--- src/rtl/cpu_pkg.sv ---
// Shared CPU definitions for the hazard controller: FSM encoding, the $zero
// register number, the default register-address width and the control bundle.
package cpu_pkg;

  localparam int DEFAULT_ADDR_W = 5;
  localparam int unsigned REG_ZERO = 0;

  typedef enum logic {
    HZ_RUN      = 1'b0,
    HZ_LU_STALL = 1'b1
  } hz_state_e;

  typedef struct packed {
    logic pcStall;
    logic ifIdStall;
    logic ifIdFlush;
    logic idExFlush;
    logic exMemStall;
  } hz_ctrl_t;

endpackage

--- src/rtl/hazard_ctrl_unit_if.sv ---
// Pipeline-side signal bundle for the hazard controller. The pipeline drives
// through the master modport; the hazard controller uses the slave modport.
interface hazard_ctrl_unit_if #(
  parameter int ADDR_W = cpu_pkg::DEFAULT_ADDR_W
);

  logic [ADDR_W-1:0] IF_ID_RSaddr_i;
  logic [ADDR_W-1:0] IF_ID_RTaddr_i;
  logic              IF_ID_useRT_i;
  logic [ADDR_W-1:0] ID_EX_RTaddr_i;
  logic              ID_EX_MemRead_i;
  logic              branch_taken_i;
  logic              mem_req_i;
  logic              mem_ready_i;
  logic              PC_stall_o;
  logic              IF_ID_stall_o;
  logic              IF_ID_flush_o;
  logic              ID_EX_flush_o;
  logic              EX_MEM_stall_o;

  modport master (
    output IF_ID_RSaddr_i, IF_ID_RTaddr_i, IF_ID_useRT_i,
    output ID_EX_RTaddr_i, ID_EX_MemRead_i,
    output branch_taken_i, mem_req_i, mem_ready_i,
    input  PC_stall_o, IF_ID_stall_o, IF_ID_flush_o, ID_EX_flush_o, EX_MEM_stall_o
  );

  modport slave (
    input  IF_ID_RSaddr_i, IF_ID_RTaddr_i, IF_ID_useRT_i,
    input  ID_EX_RTaddr_i, ID_EX_MemRead_i,
    input  branch_taken_i, mem_req_i, mem_ready_i,
    output PC_stall_o, IF_ID_stall_o, IF_ID_flush_o, ID_EX_flush_o, EX_MEM_stall_o
  );

endinterface

--- src/rtl/hazard_sat_counter.sv ---
// CNT_W-wide event counter that sticks at all-ones instead of wrapping.
module hazard_sat_counter #(
  parameter int CNT_W = 16
) (
  input  logic             clk_i,
  input  logic             rst_i,
  input  logic             inc_i,
  output logic [CNT_W-1:0] cnt_o
);

  logic [CNT_W-1:0] cnt_q;

  always_ff @(posedge clk_i or negedge rst_i) begin
    if (!rst_i) begin
      cnt_q <= '0;
    end else if (inc_i && (cnt_q != '1)) begin
      cnt_q <= cnt_q + CNT_W'(1);
    end
  end

  assign cnt_o = cnt_q;

endmodule

--- src/rtl/hazard_ctrl_unit.sv ---
// Pipeline hazard controller: load-use bubbles, taken-branch flush and memory freeze.
// Define HAZARD_PERF_EN to add the saturating stall/flush performance counters.
module hazard_ctrl_unit
  import cpu_pkg::*;
#(
  parameter int ADDR_W     = DEFAULT_ADDR_W,
  parameter int LU_BUBBLES = 1,
  parameter int CNT_W      = 16
) (
  input  logic             clk_i,
  input  logic             rst_i,
  hazard_ctrl_unit_if.slave hz
`ifdef HAZARD_PERF_EN
  ,
  output logic [CNT_W-1:0] stall_cnt_o,
  output logic [CNT_W-1:0] flush_cnt_o
`endif
);

  hz_state_e state_q, state_d;
  logic [2:0] bcnt_q, bcnt_d;
  hz_ctrl_t   ctrl;
  logic       luHit;
  logic       freeze;

  assign luHit = hz.ID_EX_MemRead_i
              && (hz.ID_EX_RTaddr_i != ADDR_W'(REG_ZERO))
              && ((hz.ID_EX_RTaddr_i == hz.IF_ID_RSaddr_i)
                  || (hz.IF_ID_useRT_i && (hz.ID_EX_RTaddr_i == hz.IF_ID_RTaddr_i)));

  // Reset gates the freeze term so a stuck memory handshake cannot hold the pipe.
  assign freeze = rst_i && hz.mem_req_i && !hz.mem_ready_i;

  always_comb begin
    ctrl    = '0;
    state_d = state_q;
    bcnt_d  = bcnt_q;
    if (!rst_i) begin
      ctrl = '0;
    end else if (freeze) begin
      ctrl.pcStall    = 1'b1;
      ctrl.ifIdStall  = 1'b1;
      ctrl.exMemStall = 1'b1;
    end else if (hz.branch_taken_i) begin
      ctrl.ifIdFlush = 1'b1;
      ctrl.idExFlush = 1'b1;
      state_d        = HZ_RUN;
      bcnt_d         = '0;
    end else if (state_q == HZ_LU_STALL) begin
      // ID/EX already carries a bubble, so the ID instruction is not re-checked here.
      ctrl.pcStall   = 1'b1;
      ctrl.ifIdStall = 1'b1;
      ctrl.idExFlush = 1'b1;
      bcnt_d         = bcnt_q - 3'd1;
      if (bcnt_q <= 3'd1) begin
        state_d = HZ_RUN;
        bcnt_d  = '0;
      end
    end else if (luHit) begin
      ctrl.pcStall   = 1'b1;
      ctrl.ifIdStall = 1'b1;
      ctrl.idExFlush = 1'b1;
      if (LU_BUBBLES > 1) begin
        state_d = HZ_LU_STALL;
        bcnt_d  = 3'(LU_BUBBLES - 1);
      end
    end
  end

  always_ff @(posedge clk_i or negedge rst_i) begin
    if (!rst_i) begin
      state_q <= HZ_RUN;
      bcnt_q  <= '0;
    end else begin
      state_q <= state_d;
      bcnt_q  <= bcnt_d;
    end
  end

  assign hz.PC_stall_o     = ctrl.pcStall;
  assign hz.IF_ID_stall_o  = ctrl.ifIdStall;
  assign hz.IF_ID_flush_o  = ctrl.ifIdFlush;
  assign hz.ID_EX_flush_o  = ctrl.idExFlush;
  assign hz.EX_MEM_stall_o = ctrl.exMemStall;

`ifdef HAZARD_PERF_EN
  hazard_sat_counter #(.CNT_W(CNT_W)) uStallCnt (
    .clk_i (clk_i),
    .rst_i (rst_i),
    .inc_i (ctrl.pcStall),
    .cnt_o (stall_cnt_o)
  );

  hazard_sat_counter #(.CNT_W(CNT_W)) uFlushCnt (
    .clk_i (clk_i),
    .rst_i (rst_i),
    .inc_i (ctrl.ifIdFlush),
    .cnt_o (flush_cnt_o)
  );
`endif

endmodule

--- src/flat_wrapper.sv ---
// flat-port wrapper written by rule: the top's interface ports become plain ports
module hazard_ctrl_unit_flat import cpu_pkg::*;
#(
  parameter int ADDR_W     = DEFAULT_ADDR_W,
  parameter int LU_BUBBLES = 1,
  parameter int CNT_W      = 16
)
  (clk_i, rst_i, hz_IF_ID_RSaddr_i, hz_IF_ID_RTaddr_i, hz_IF_ID_useRT_i, hz_ID_EX_RTaddr_i, hz_ID_EX_MemRead_i, hz_branch_taken_i, hz_mem_req_i, hz_mem_ready_i, hz_PC_stall_o, hz_IF_ID_stall_o, hz_IF_ID_flush_o, hz_ID_EX_flush_o, hz_EX_MEM_stall_o);
  hazard_ctrl_unit_if #(.ADDR_W(ADDR_W)) hz_i ();
  input  logic clk_i;
  input  logic rst_i;
  input wire logic [$bits(hz_i.IF_ID_RSaddr_i)-1:0] hz_IF_ID_RSaddr_i;
  input wire logic [$bits(hz_i.IF_ID_RTaddr_i)-1:0] hz_IF_ID_RTaddr_i;
  input wire logic [$bits(hz_i.IF_ID_useRT_i)-1:0] hz_IF_ID_useRT_i;
  input wire logic [$bits(hz_i.ID_EX_RTaddr_i)-1:0] hz_ID_EX_RTaddr_i;
  input wire logic [$bits(hz_i.ID_EX_MemRead_i)-1:0] hz_ID_EX_MemRead_i;
  input wire logic [$bits(hz_i.branch_taken_i)-1:0] hz_branch_taken_i;
  input wire logic [$bits(hz_i.mem_req_i)-1:0] hz_mem_req_i;
  input wire logic [$bits(hz_i.mem_ready_i)-1:0] hz_mem_ready_i;
  output wire logic [$bits(hz_i.PC_stall_o)-1:0] hz_PC_stall_o;
  output wire logic [$bits(hz_i.IF_ID_stall_o)-1:0] hz_IF_ID_stall_o;
  output wire logic [$bits(hz_i.IF_ID_flush_o)-1:0] hz_IF_ID_flush_o;
  output wire logic [$bits(hz_i.ID_EX_flush_o)-1:0] hz_ID_EX_flush_o;
  output wire logic [$bits(hz_i.EX_MEM_stall_o)-1:0] hz_EX_MEM_stall_o;
  assign hz_i.IF_ID_RSaddr_i = hz_IF_ID_RSaddr_i;
  assign hz_i.IF_ID_RTaddr_i = hz_IF_ID_RTaddr_i;
  assign hz_i.IF_ID_useRT_i = hz_IF_ID_useRT_i;
  assign hz_i.ID_EX_RTaddr_i = hz_ID_EX_RTaddr_i;
  assign hz_i.ID_EX_MemRead_i = hz_ID_EX_MemRead_i;
  assign hz_i.branch_taken_i = hz_branch_taken_i;
  assign hz_i.mem_req_i = hz_mem_req_i;
  assign hz_i.mem_ready_i = hz_mem_ready_i;
  assign hz_PC_stall_o = hz_i.PC_stall_o;
  assign hz_IF_ID_stall_o = hz_i.IF_ID_stall_o;
  assign hz_IF_ID_flush_o = hz_i.IF_ID_flush_o;
  assign hz_ID_EX_flush_o = hz_i.ID_EX_flush_o;
  assign hz_EX_MEM_stall_o = hz_i.EX_MEM_stall_o;
  hazard_ctrl_unit #(.ADDR_W(ADDR_W), .LU_BUBBLES(LU_BUBBLES), .CNT_W(CNT_W)) u_core (.clk_i(clk_i), .rst_i(rst_i), .hz(hz_i));
endmodule
--- config.mk ---
export PLATFORM = sky130hd
export DESIGN_NAME = hazard_ctrl_unit_flat
export DESIGN_NICKNAME = d
export VERILOG_FILES = /design/src/rtl/cpu_pkg.sv /design/src/rtl/hazard_ctrl_unit_if.sv /design/src/rtl/hazard_sat_counter.sv /design/src/rtl/hazard_ctrl_unit.sv /design/src/flat_wrapper.sv
export SDC_FILE = /design/constraint.sdc
export NUM_CORES = 1
export LEC_CHECK = 0
export ABC_AREA = 1
export CAP_MARGIN = 40
export CORE_MARGIN = 10
export CORE_UTILIZATION = 34
export CTS_CLUSTER_DIAMETER = 50
export DETAILED_ROUTE_END_ITERATION = 10
export GPL_TIMING_DRIVEN = 0
export MAX_ROUTING_LAYER = met4
export PLACE_DENSITY = 0.73
export SYNTH_ARGS = -nofsm -noshare
export SYNTH_HDL_FRONTEND = slang
export SYNTH_SLANG_ARGS = --single-unit
--- constraint.sdc ---
create_clock -name clk_i -period 1.1 [get_ports clk_i]
set_input_delay 0.165 -clock clk_i [delete_from_list [all_inputs] [get_ports clk_i]]
set_output_delay 0.165 -clock clk_i [all_outputs]
set_load 0.02 [all_outputs]
==> metrics.csv, run 1 <==
stage,metric,value,unit
outcome,outcome,"complete, but fails checks",
outcome,failing checks,negative setup slack,
critical_path,peak fanout along the critical path,2,
synthesis,Synth cell types,18,
cts,CTS Buf Count,3,
detailed_routing,vias per std cell,4.67,
synthesis,mean cell area of the mapped netlist,5.55,sq um
cts,H-tree level count,1,
critical_path,library cell appearing most often on the critical path,nand2_2,
hold_path,class of the tightest hold or removal check,in2async,
timing,top achievable clock speed,0.794,GHz
detailed_routing,top layer reached by signal wires,met4,
critical_path,critical path capture point type,output pin,
timing,shortest period the worst path allows,1.26,ns
cts,clock transition at the register clock pins on the worst setup and hold paths after CTS,0.04,ns
synthesis,Synthesized Nets,118,
timing,number of setup violations in the final report,7,
cts,TritonCTS clock tree,yes,
critical_path,element type at the critical path start,flip-flop,
detailed_routing,number of vias in the routed layout,673,
synthesis,most used standard cells in the synthesized netlist,"nand2_1 (33), inv_1 (24), nor2_1 (11), dfrtp_1 (4), nand3_1 (3)",
floorplan,Core Footprint,1470,sq um
critical_path,"Critical Path, Cell by Cell",inv_2 > nand2_2 > nand2_2 > nand2_2 > buf_6 > buf_6,
synthesis,fraction of registers with async set/reset,100,%
synthesis,cell accounting for the most synthesized area,nand2_1,
finish,area added between synthesis and finish,84.7,%
detailed_routing,M1 WL,635,um
critical_path,capture instance of the worst register-to-register path,u_core.bcnt_q[1],
detailed_routing,residual DRC count,0,
detailed_routing,total wirelength of the detailed-routed design,1810,um
synthesis,area of the mapped netlist,522,sq um
placement,post-placement cell count,136,
floorplan,number of primary I/O pins,27,
finish,Final Non-Filler Cells,144,
finish,# diodes,0,
run,max_cap viols,0,
placement,final estimated routing congestion in global placement,0.844,
finish,fraction of final layout cells with drive strength greater than 1,56.3,%
detailed_routing,initial drt markers,5,
timing,slack of the critical path,-0.160,ns
critical_path,class of the most critical setup path,reg2out,
cts,number of clock sinks seen by CTS,4,
power,Pleak,0.524,nW
critical_path,end of the critical path,hz_PC_stall_o,
synthesis,Gate Count Post-Synth,94,
global_route,wire length of the first global-routing pass,2700,um
placement,count of buffers inserted at the top-level ports,26,
critical_path,stages on the worst setup path,6,
global_route,number of global-route vias before repair,670,
synthesis,proportion of synthesized chip area in sequential cells,19.2,%
critical_path,Crit path required time,0.94,ns
critical_path,Reg-to-Reg Start,u_core.bcnt_q[0],
power,VDD IR max,886,uV
critical_path,reg-to-reg setup timing slack,-0.12,ns
critical_path,CP arrival,1.09,ns
detailed_routing,wire length on met3,91,um
synthesis,most frequently used flop master after synthesis,dfrtp_1,
synthesis,"count leader, synth",nand2_1,
floorplan,horizontal die dimension,59.2,um
placement,placed wire-length estimate after detailed placement,1330,um
floorplan,standard-cell row count,14,
power,Final Power,1.01,mW
timing,count of pins over their slew limit,0,
critical_path,buffers plus inverters on the worst setup path,3,
finish,number of nets in the final layout,154,
floorplan,height of the chip,59.2,um
synthesis,top cells by area in the synthesized netlist,"nand2_1 (24%), dfrtp_1 (19%), inv_1 (17%)",
timing,hold violation total from the final report,0,
synthesis,number of storage elements in the synthesis netlist,4,
timing,Min Hold Slack,0.345,ns
critical_path,Register-to-Register Path Depth,6,
global_route,grt ovf,0,
critical_path,source of the critical timing path,u_core.state_q,
global_route,number of antenna violations at the first check in global routing,0,
timing,final clock skew,0.00392,ns
detailed_routing,first-pass detailed-route iteration total,3,
timing,transition time of the tightest slew-check pin,0.233,ns
timing,relative slew slack,84.5,%
finish,Layout fillers,120,
detailed_routing,Routed Antenna Nets,0,
cts,number of buffers between clock root and the deepest sink,2,
timing,RSZ-0062 raised after global routing,yes,
floorplan,starting density of the core,35.5,%
floorplan,Die ar.,3500,sq um
placement,Place WS,-1.14,ns
synthesis,number of enable flip-flop cells after synthesis,0,
detailed_routing,final routed wire length divided by cell count,12.6,um
global_route,largest net degree at the start of global routing,5,
critical_path,"CP delay by family, top",flip-flops,
cts,latest clock arrival within the worst-skew pair,0.23,ns
global_route,Total GRT Usage,10.0,%
critical_path,crit-path max cell delay,0.40,ns
power,power per cell area,1040,nW/um^2
detailed_routing,met2 wire length,1040,um
synthesis,YS warnings,0,
critical_path,standard cell with the maximum stage delay on the critical path,dfrtp_1,
timing,setup_tns,-0.631,ns
cts,CTS Root Cell,clkbuf_4,
timing,share of the cycle needed by the critical path after routing,115,%
synthesis,area share of the leading cell type in the synthesized netlist,23.7,%
layout by cell type, fill, tap and decap left out:
cell type / synthesis / layout
o21ai_4: 1 / 1
a21oi_2: 0 / 2
o31ai_2: 1 / 1
nor2_2: 1 / 5
ha_1: 2 / 1
clkbuf_4: 0 / 3
ha_4: 0 / 1
nand2_2: 2 / 15
nand3_1: 3 / 2
nand3_2: 0 / 1
xnor2_1: 1 / 1
inv_1: 24 / 11
nor2_1: 11 / 6
dlygate4sd3_1: 0 / 1
inv_2: 1 / 10
o21ai_2: 0 / 1
nand4_1: 1 / 1
buf_2: 0 / 3
buf_8: 0 / 3
dlygate4sd2_1: 0 / 3
buf_6: 0 / 13
nand2_1: 33 / 20
nor2_4: 2 / 3
dfrtp_1: 4 / 4
buf_4: 1 / 6
o21ai_1: 2 / 3
clkdlybuf4s15_1: 0 / 3
inv_4: 0 / 4
layer usage:
| metal | global-route usage (%) | up-vias |
|---|---|---|
| met1 | 8.64 | 310 |
| met3 | 3.43 | 4 |
| met2 | 19.5 | 15 |
| li1 | - | 344 |
| met4 | 3.28 | 0 |
| met5 | - | - |
flip-flops by register name (all words and copies together), names as in the netlist:
name,count
u_core.state_q,1
u_core.bcnt_q,3
kinds of logic (layout without fill, tap and decap cells):
kind of cell / Yosys count / in the layout / share of synthesized area [%]
simple gates: 53 / 53 / 43.6
xor+xnor: 1 / 1 / 1.68
buf+inv: 26 / 60 / 19.4
compound gates: 8 / 8 / 11.3
fa+ha+maj: 2 / 2 / 4.80
flops: 4 / 4 / 19.2
stage by stage:
step / area [sq um] / utilization, %
after floorplan: 524 / -
after global placement: 805 / 54.7
after detailed placement: 805 / 54.7
after CTS: 865 / 58.8
after global routing: 963 / 65.5
final: 963 / 65.5
how the worst min path moves through the flow:
stage / depth (start not counted) / startpoint / to
after detailed placement: 1 / rst_i / u_core.bcnt_q[2]
after global routing: 2 / rst_i / u_core.bcnt_q[0]
after floorplan: 0 / rst_i / u_core.bcnt_q[0]
after CTS: 2 / rst_i / u_core.state_q
after global placement: 1 / rst_i / u_core.bcnt_q[2]
final: 2 / rst_i / u_core.bcnt_q[1]
report_power, final:
| part | internal [mW] | total (mW) | leakage, nW | switching, mW |
|---|---|---|---|---|
| Clock | 0.122 | 0.179 | 0.0138 | 0.0569 |
| Sequential | 0.196 | 0.237 | 0.0528 | 0.0408 |
| Combinational | 0.270 | 0.591 | 0.458 | 0.320 |
final cells by class:
type                       instances  area (sq um)  area share (%)
timing repair buffer              31           307            31.8
tap                               16          20.0            2.08
inverter                          25           104            10.8
sequential                         4           100            10.4
multi-input combinational         64           399            41.4
clock buffer                       3          22.5            2.34
buffer                             1          11.3            1.17
repair_timing:
action	in CTS	in global routing
pin swaps	33	24
hold buffers	1	0
gates resized for setup	122	32
hold endpoints to repair	4	0
endpoints found under the setup margin	9	8
setup buffers	3	1
(Power assumes the default switching activity.)
==> inputs of run 2 (changes only) <==
--- a/config.mk
+++ b/config.mk
@@ -10,6 +10,7 @@
 export CORE_MARGIN = 10
 export CORE_UTILIZATION = 34
 export CTS_CLUSTER_DIAMETER = 50
+export CTS_CLUSTER_SIZE = 40
 export DETAILED_ROUTE_END_ITERATION = 10
 export GPL_TIMING_DRIVEN = 0
 export MAX_ROUTING_LAYER = met4
==> results of run 2 <==
Same layout as run 1: the final DEF is identical, and so are final timing and power.
